File: config.mk
export PLATFORM = sky130hd
export DESIGN_NAME = scpu_ifetch
export DESIGN_NICKNAME = d
export VERILOG_FILES = /design/src/rtl/scpu_pkg.sv /design/src/rtl/scpu_npc.sv /design/src/rtl/scpu_ifetch.sv
export SDC_FILE = /design/constraint.sdc
export NUM_CORES = 1
export LEC_CHECK = 0
export ABC_AREA = 1
export CAP_MARGIN = 20
export CORE_MARGIN = 8
export CORE_UTILIZATION = 49
export CTS_CLUSTER_DIAMETER = 60
export CTS_CLUSTER_SIZE = 12
export DETAILED_ROUTE_END_ITERATION = 8
export GPL_TIMING_DRIVEN = 0
export MAX_ROUTING_LAYER = met4
export PLACE_DENSITY = 0.9
export SLEW_MARGIN = 20
export SYNTH_ARGS = -nofsm -noshare
export SYNTH_HDL_FRONTEND = slang
export SYNTH_SLANG_ARGS = --single-unit
File: constraint.sdc
create_clock -name clk -period 3.1 [get_ports clk]
set_input_delay 0.93 -clock clk [delete_from_list [all_inputs] [get_ports clk]]
set_output_delay 0.93 -clock clk [all_outputs]
set_load 0.05 [all_outputs]
File: src/rtl/scpu_pkg.sv
// Shared types and constants for the SCPU instruction-fetch slice.
// Fetch-stage state encoding, MIPS opcode constants and the default reset PC.
package scpu_pkg;

    typedef enum logic [1:0] {
        IDLE  = 2'd0,
        FETCH = 2'd1,
        EXEC  = 2'd2
    } state_t;

    localparam logic [5:0] OP_RTYPE = 6'h00;
    localparam logic [5:0] OP_J     = 6'h02;
    localparam logic [5:0] OP_BEQ   = 6'h04;
    localparam logic [5:0] OP_LW    = 6'h23;
    localparam logic [5:0] OP_SW    = 6'h2B;

    localparam logic [31:0] NOP_INST         = 32'h0000_0000;
    localparam logic [31:0] RESET_PC_DEFAULT = 32'h0000_0000;

    function automatic logic [31:0] sign_extend16(input logic [15:0] value);
        return {{16{value[15]}}, value};
    endfunction

endpackage

File: src/rtl/scpu_npc.sv
// Next-PC selection for the SCPU fetch stage: jump, taken branch or sequential.
// Jump wins over branch; every add wraps modulo 2^32.
module scpu_npc (
    input  logic [31:0] pc_plus4,
    input  logic [25:0] target,
    input  logic [31:0] imm32,
    input  logic        Branch,
    input  logic        Jump,
    input  logic        zero,
    output logic [31:0] next_pc
);

    always_comb begin
        next_pc = pc_plus4;
        if (Jump) begin
            next_pc = {pc_plus4[31:28], target, 2'b00};
        end else if (Branch && zero) begin
            next_pc = pc_plus4 + (imm32 << 2);
        end
    end

endmodule

File: src/rtl/scpu_ifetch.sv
// SCPU instruction-fetch stage: PC, req/ready fetch, instruction register and field decode.
// Optional fetch timeout with sticky fetch_err is enabled by defining SCPU_IFETCH_TIMEOUT_EN.
module scpu_ifetch
    import scpu_pkg::*;
#(
    parameter logic [31:0] RESET_PC    = RESET_PC_DEFAULT,
    parameter logic [7:0]  TIMEOUT_CYC = 8'd255
) (
    input  logic        clk,
    input  logic        rst_n,
    output logic        imem_req,
    output logic [31:0] imem_addr,
    input  logic [31:0] imem_rdata,
    input  logic        imem_ready,
    input  logic        stall,
    input  logic        Branch,
    input  logic        Jump,
    input  logic        zero,
    output logic        inst_valid,
    output logic [5:0]  OPcode,
    output logic [5:0]  Fun,
    output logic [4:0]  rs,
    output logic [4:0]  rt,
    output logic [4:0]  rd,
    output logic [31:0] imm32,
    output logic [31:0] pc,
    output logic [31:0] pc_plus4,
    output logic        fetch_err
);

    state_t      state;
    logic [31:0] ir;
    logic [31:0] next_pc;

`ifdef SCPU_IFETCH_TIMEOUT_EN
    logic [7:0] wait_cnt;
    logic       err_q;
`endif

    assign imem_addr = pc;
    assign pc_plus4  = pc + 32'd4;
    assign OPcode    = ir[31:26];
    assign rs        = ir[25:21];
    assign rt        = ir[20:16];
    assign rd        = ir[15:11];
    assign Fun       = ir[5:0];
    assign imm32     = sign_extend16(ir[15:0]);

    scpu_npc u_npc (
        .pc_plus4 (pc_plus4),
        .target   (ir[25:0]),
        .imm32    (imm32),
        .Branch   (Branch),
        .Jump     (Jump),
        .zero     (zero),
        .next_pc  (next_pc)
    );

    // imem_req and inst_valid are registered alongside the state so they switch with it.
    always_ff @(posedge clk or negedge rst_n) begin
        if (!rst_n) begin
            state      <= IDLE;
            pc         <= RESET_PC;
            ir         <= NOP_INST;
            imem_req   <= 1'b0;
            inst_valid <= 1'b0;
`ifdef SCPU_IFETCH_TIMEOUT_EN
            wait_cnt   <= 8'd0;
            err_q      <= 1'b0;
`endif
        end else begin
            case (state)
                IDLE: begin
                    state    <= FETCH;
                    imem_req <= 1'b1;
`ifdef SCPU_IFETCH_TIMEOUT_EN
                    wait_cnt <= 8'd0;
`endif
                end
                FETCH: begin
                    if (imem_ready) begin
                        ir         <= imem_rdata;
                        state      <= EXEC;
                        imem_req   <= 1'b0;
                        inst_valid <= 1'b1;
                    end
`ifdef SCPU_IFETCH_TIMEOUT_EN
                    else if (wait_cnt + 8'd1 == TIMEOUT_CYC) begin
                        err_q      <= 1'b1;
                        ir         <= NOP_INST;
                        state      <= EXEC;
                        imem_req   <= 1'b0;
                        inst_valid <= 1'b1;
                    end else begin
                        wait_cnt <= wait_cnt + 8'd1;
                    end
`endif
                end
                EXEC: begin
                    if (!stall) begin
                        pc         <= next_pc;
                        state      <= FETCH;
                        imem_req   <= 1'b1;
                        inst_valid <= 1'b0;
`ifdef SCPU_IFETCH_TIMEOUT_EN
                        wait_cnt   <= 8'd0;
`endif
                    end
                end
                default: begin
                    state      <= IDLE;
                    imem_req   <= 1'b0;
                    inst_valid <= 1'b0;
                end
            endcase
        end
    end

`ifdef SCPU_IFETCH_TIMEOUT_EN
    assign fetch_err = err_q;
`else
    logic unused_timeout;
    assign unused_timeout = ^TIMEOUT_CYC;
    assign fetch_err      = 1'b0;
`endif

endmodule

==> metrics.txt, run 1 <==
number of synthesized register bits=65; Starting Density=50.2%; FF/Latch Area=1660 µm²; Setup Viol. Count Final=1; routed wire length per instance=17.8 µm; DR iter-0 viols=923; FMAX=321 MHz; YS warnings=0; GRT overflow=0; Crit Path Class=flop to output port; Sink Count=65; Tcrit/Tclk final=101%; relative slew slack=48.4%; max-slew violation count=0; CP Max Fanout=6; global-route wire length before repair=40600 µm; gp weighted congestion=0.925; Top FF cell, synth=dfrtp_1; share of the synthesized area in the top cell type=25.0%; die width=133 µm; Root Buffer=clkbuf_16; Worst Skew=0.00980 ns; status=finished with violations; Distinct cells, synth=36; I/O pin count=197; element type at the critical path end=output port; Die Y=133 µm; DR vias/cell=5.28; diodes inserted=0; clk_lat worst skew=0.34 ns; Max clock buf depth=2; largest net degree at the start of global routing=41; synth top area cells=nand2_1 25%, dfrtp_1 24%, inv_1 8.9%; WL final=27600 µm; final hold violation count=0; die area=17600 µm²; Syn Std Cell Area=6670 µm²; port bufs=189; Hold Path Origin=ir[28]; pre-CTS WS=-0.378 ns; Gate Count Post-Synth=1128; DRC viols=0; slowest stage cell on the critical path=clkdlybuf4s50_1; Setup WS post-layout=-0.0187 ns; Worst path max stage delay=0.87 ns; CTS buffer count=9; number of synthesized flops with an enable pin=0; ANT nets after route=0; vias in the first global route=7552; vias=8168; Final #Nets=1442; post-synth top area cell=nand2_1; clk slew on worst S/H paths=0.06 ns; Initial DRT Pass Iterations=8; CTS tree=built; H-tree levels=3; worst min path class=flop to flop; sequential area share after synthesis=24.4%; initial antenna violation count=0; dpl hpwl=21300 µm; area of the multi-input gates=4570 µm²; critical path launch point=imem_addr[2]; core area=13300 µm²; failing checks=setup timing; Worst-Margin Slew=0.774 ns; crit path time final=3.12 ns; asr flop ratio synth=100%; max_cap viols=0; crit path launch type=flop; Layout area overhead=49.7%; CP cell instances=ha_4 > xor2_2 > clkdlybuf4s50_1; Rows=42; RSZ-0062 raised after global routing=yes; proportion of layout cells with a drive suffix above 1=20.5%; Req. time, crit path=2.17 ns; Syn Area/Cell=5.92 µm²; WP data arrival=2.19 ns; Total Routing Usage GR=29.9%; Critical R2R Launch=imem_addr[2]; Fillers=1072
-- registers in the layout, indices dropped and copies added (netlist names) --
signal and cells:
inst_valid 1, imem_req 1, imem_addr 30, ir 32
state 1
-- logic make-up (layout without fill, tap and decap cells) --
logic type,count (synthesis),count (layout),share of synthesized area [%]
and+or+nand+nor,669,669,41.2
buffers and inverters,244,481,17.4
AOI/OAI and AO/OA,94,94,7.59
DFF,65,65,24.4
adders and majority gates,37,37,7.05
xor gates and xnor gates,18,18,2.36
other,1,7,0.0562
-- critical path: cells and delay by family, from the launching register on --
kind | cells | cell delay, ns
buf+inv | 1 | 0.87
flops | 1 | 0.53
xor+xnor | 1 | 0.24
fa+ha+maj | 1 | 0.21
-- per-layer routing --
| layer | global-route usage [%] | share of wire, % | vias up |
|---|---|---|---|
| li1 | - | - | 3898 |
| met2 | 48.2 | 48 | 452 |
| met1 | 37.2 | 41 | 3756 |
| met5 | - | 0 | - |
| met4 | 8.52 | 2.7 | 0 |
| met3 | 6.02 | 8.6 | 62 |
-- layout make-up --
class	instances	area share (%)
Multi-Input combinational cell	825	45.8
Buffer	85	5.62
Clock inverter	5	0.576
Timing Repair Buffer	221	20.8
Sequential cell	65	16.6
Tap cell	176	2.20
Clock buffer	11	2.33
Inverter	159	6.05
-- stage by stage --
step / hold WS (ns) / std cells / instance area (µm²) / TNS [ns] / utilization (%)
6_report: 0.485 / 1547 / 9990 / -0.0187 / 75.1
5_1_grt: 0.524 / 1547 / 9990 / -0.604 / 75.1
4_1_cts: 0.489 / 1525 / 9520 / -0.0294 / 71.6
3_5_place_dp: 0.469 / 1500 / 9130 / -5.71 / 68.7
3_3_place_gp: 0.463 / 1499 / 9110 / -80.66 / 68.5
2_1_floorplan: 0.512 / 1134 / 7000 / 0 / -
-- cell usage in the layout, fill, tap and decap left out, types with 5 or more instances in the layout --
cell type        netlist  final
xor2_1                13      6
a21oi_1               49     46
conb_1                 1      7
inv_1                158    147
ha_4                   0     16
nor3_2                 0      5
o21ai_0               27     25
clkbuf_1              19     21
nor2_4                 1     12
ha_1                  36     17
nand2_2                7     21
nand4_1                7      7
clkdlybuf4s15_2        0      5
clkinvlp_4             0      5
clkdlybuf4s50_1        0    161
buf_2                  2     13
dfrtp_2                0     20
dfrtp_1               65     43
nor2_1                91     75
nand3b_1               5      5
nor2_2                 8     13
or2_2                  7      6
nand2_1              444    426
nand3_2                1      8
xor2_4                 0      5
buf_4                 64    100
nor3_1                12      6
nand3_1               79     70
inv_2                  0      9
clkbuf_16              0      9
-- final timing paths --
kind	endpoint	slack (ns)	cells after the start
setup / recovery	pc_plus4[4]	-0.02	3
hold / removal	ir[28]	0.48	2
setup reg to reg	imem_addr[18]	0.01	18
hold reg to reg	ir[28]	0.48	2
max in group asynchronous	ir[15]	2.00	2
min in group asynchronous	ir[2]	0.51	1
-- timing repair --
action,4_1_cts,5_1_grt
pin swaps,3,11
gates cloned,0,0
hold buffers,0,0
endpoints found under the setup margin,64,39
buffers inserted,9,22
gates resized for setup,131,80
-- cells in the mapped netlist (2+ instances only) --
master,count
a21oi_1,49
a22oi_1,2
and2_1,3
buf_2,2
buf_4,64
clkbuf_1,19
dfrtp_1,65
ha_1,36
inv_1,158
nand2_1,444
nand2_2,7
nand3_1,79
nand3b_1,5
nand4_1,7
nor2_1,91
nor2_2,8
nor3_1,12
nor3b_1,2
o211ai_1,2
o21a_1,2
o21ai_0,27
o21ai_1,2
o21bai_1,4
o22ai_1,4
or2_2,7
xnor2_1,5
xor2_1,13
Power of run 1 is not shown: default switching activity piles up to over one toggle a cycle in this logic, so the estimate is an artifact.
==> run 2: changes to the inputs <==
CORE_UTILIZATION = 60   (was 49)
DONT_BUFFER_PORTS = 1   (was unset)
PLACE_DENSITY = 0.83   (was 0.9)
==> run 2 against run 1 <==
- the run still ends with setup timing left
- via count is 3.0% lower
- setup slack got worse by 0.45 ns
- worst hold slack lost 0.25 ns
- global-route usage rose by 5.1 points
- maximum frequency shrank 13%
- first-iteration DRC count grew 1.7%
- final cell count shrank 14%
- flip-flop and latch count is the same
- non-clock buffer count shrank 179
==> metrics.txt, run 2 (synthesized netlist as in run 1, its figures left out) <==
I/O pin count=197 (unchanged); Total Routing Usage GR=35.0% (+5.1 points); Root Buffer=clkbuf_8; crit path time final=3.57 ns (+0.448 ns); H-tree levels=3 (unchanged); worst min path class=input pin to asynchronous set/reset pin; max-slew violation count=0 (unchanged); Rows=38 (-9.5%); most frequent cells in the layout=362 x nand2_1, 121 x inv_1, 94 x buf_4; DRC viols=0 (unchanged); Reg2Reg Setup Slack=-0.47 ns (-0.48 ns); relative slew slack=34.1% (-14 points); Crit Path Class=flop to flop; Final #Nets=1263 (-12%); Tcrit/Tclk final=115% (+14 points); Setup Viol. Count Final=32 (+31); DR iter-0 viols=939 (+1.7%); failing checks=setup timing; clk slew on worst S/H paths=0.10 ns (+0.04 ns); final hold violation count=0 (unchanged); Die Y=121 µm (-8.5%); WL final=27500 µm (-0.54%); max reg flops=32 (unchanged); Initial DRT Pass Iterations=6 (-2); die width=121 µm (-8.5%); DR vias/cell=5.95 (+13%); Layout area overhead=36.7%; global-route wire length before repair=39400 µm (-3.0%); core area=10800 µm² (-18%); clk_lat worst skew=0.38 ns (+0.04 ns); Max clock buf depth=2 (unchanged); diodes inserted=0 (unchanged); GRT overflow=0 (unchanged); largest net degree at the start of global routing=66 (+61%); status=finished with violations; Starting Density=61.6% (+11 points); Worst-Margin Slew=0.989 ns (+0.215 ns); WP data arrival=3.82 ns (+1.63 ns); most common cell after layout, fill and taps aside=nand2_1; cell count after placement=1275 (-15%); vias in the first global route=7555 (+0.040%); Req. time, crit path=3.36 ns (+1.19 ns); dpl hpwl=18800 µm (-12%); FMAX=280 MHz (-13%); CTS buffer count=9 (unchanged); die area=14800 µm² (-16%); Sink Count=65 (unchanged); port bufs=0 (-100%); r2r endpoint=imem_addr[15]; CP Max Fanout=6 (unchanged); max_cap viols=0 (unchanged); register with the most flip-flops=ir; element type at the critical path end=flop; routed wire length per instance=20.6 µm (+16%); Fillers=679 (-37%); initial antenna violation count=0 (unchanged); gp weighted congestion=0.996 (+7.7%); CTS tree=built; ANT nets after route=0 (unchanged); RSZ-0062 raised after global routing=yes; reg2reg path depth=17 (-1); Worst Skew=0.0246 ns (+0.0148 ns); crit path launch type=flop; proportion of layout cells with a drive suffix above 1=36.7% (+16 points); post-cts hold buffer count=0 (unchanged); Finished Layout Cells=1332 (-14%); vias=7924 (-3.0%); Setup WS post-layout=-0.466 ns (-0.448 ns); Critical R2R Launch=imem_addr[2]
## run 2: changes by cell type in the layout (fill, tap and decap cells not counted), sizes merged
cell,before,now
clkdlybuf4s50,161,0
buf,115,108
clkdlybuf4s15,5,0
clkinvlp,5,9
dlygate4sd2,4,0
inv,156,152
clkbuf,32,29
bufinv,1,3
clkinv,2,1
## run 2: area by class of cell
class	instances	area [µm²]	share of cell area, %
inverters	159	651	7.13
plain buffers	85	562	6.16
repair buffers	42	369	4.04
well taps	140	175	1.92
flip-flops and latches	65	1720	18.8
multi-input cells	825	5400	59.2
clock buffers	10	138	1.51
clock inverters	6	114	1.25
## run 2: worst max path at each step
stage,startpoint,endpoint
2_1_floorplan,imem_addr[9],imem_addr[22]
3_3_place_gp,imem_addr[14],imem_addr[22]
3_5_place_dp,imem_addr[14],imem_addr[22]
4_1_cts,imem_addr[2],imem_addr[15]
5_1_grt,imem_addr[2],imem_addr[15]
6_report,imem_addr[2],imem_addr[15]
## run 2: critical path, stage by stage, from the launching register on
cell,delay (ns)
dfrtp_4,0.58
clkinvlp_4,0.39
nor2_4,0.28
inv_2,0.07
nor2_4,0.17
xor2_4,0.53
ha_4,0.31
nand2_4,0.08
inv_4,0.05
nand2_4,0.07
nand2_4,0.08
a21oi_4,0.15
nand2_4,0.09
or2_4,0.25
nand3_2,0.07
nand3_2,0.09
nand2_2,0.13
nand2_2,0.06
## run 2: timing repair
item	CTS	global route
setup endpoints to repair	49	43
resized for setup	204	158
setup buffers	26	15
pin swaps	72	65
## run 2: routing by layer
metal / up-vias / wire length (µm) / global-route usage [%]
li1: 3539 / - / -
met1: 3667 / 10200 / 42.2
met2: 576 / 12600 / 55.1
met3: 142 / 3000 / 7.72
met4: 0 / 1580 / 15.7
met5: - / 0 / -
## run 2: stage by stage
| step | hold WS, ns | TNS, ns | worst slack (ns) | utilization [%] | cell area (µm²) |
|---|---|---|---|---|---|
| after floorplan | 0.512 | 0 | 0.00393 | - | 7000 |
| after global placement | 0.529 | -12.10 | -0.783 | 66.2 | 7170 |
| after detailed placement | 0.547 | -12.43 | -0.792 | 66.4 | 7200 |
| after CTS | 0.243 | -6.19 | -0.366 | 78.0 | 8460 |
| after global routing | 0.230 | -11.47 | -0.540 | 84.2 | 9130 |
| final | 0.235 | -8.11 | -0.466 | 84.2 | 9130 |
Power of run 2 is left out for the same reason.
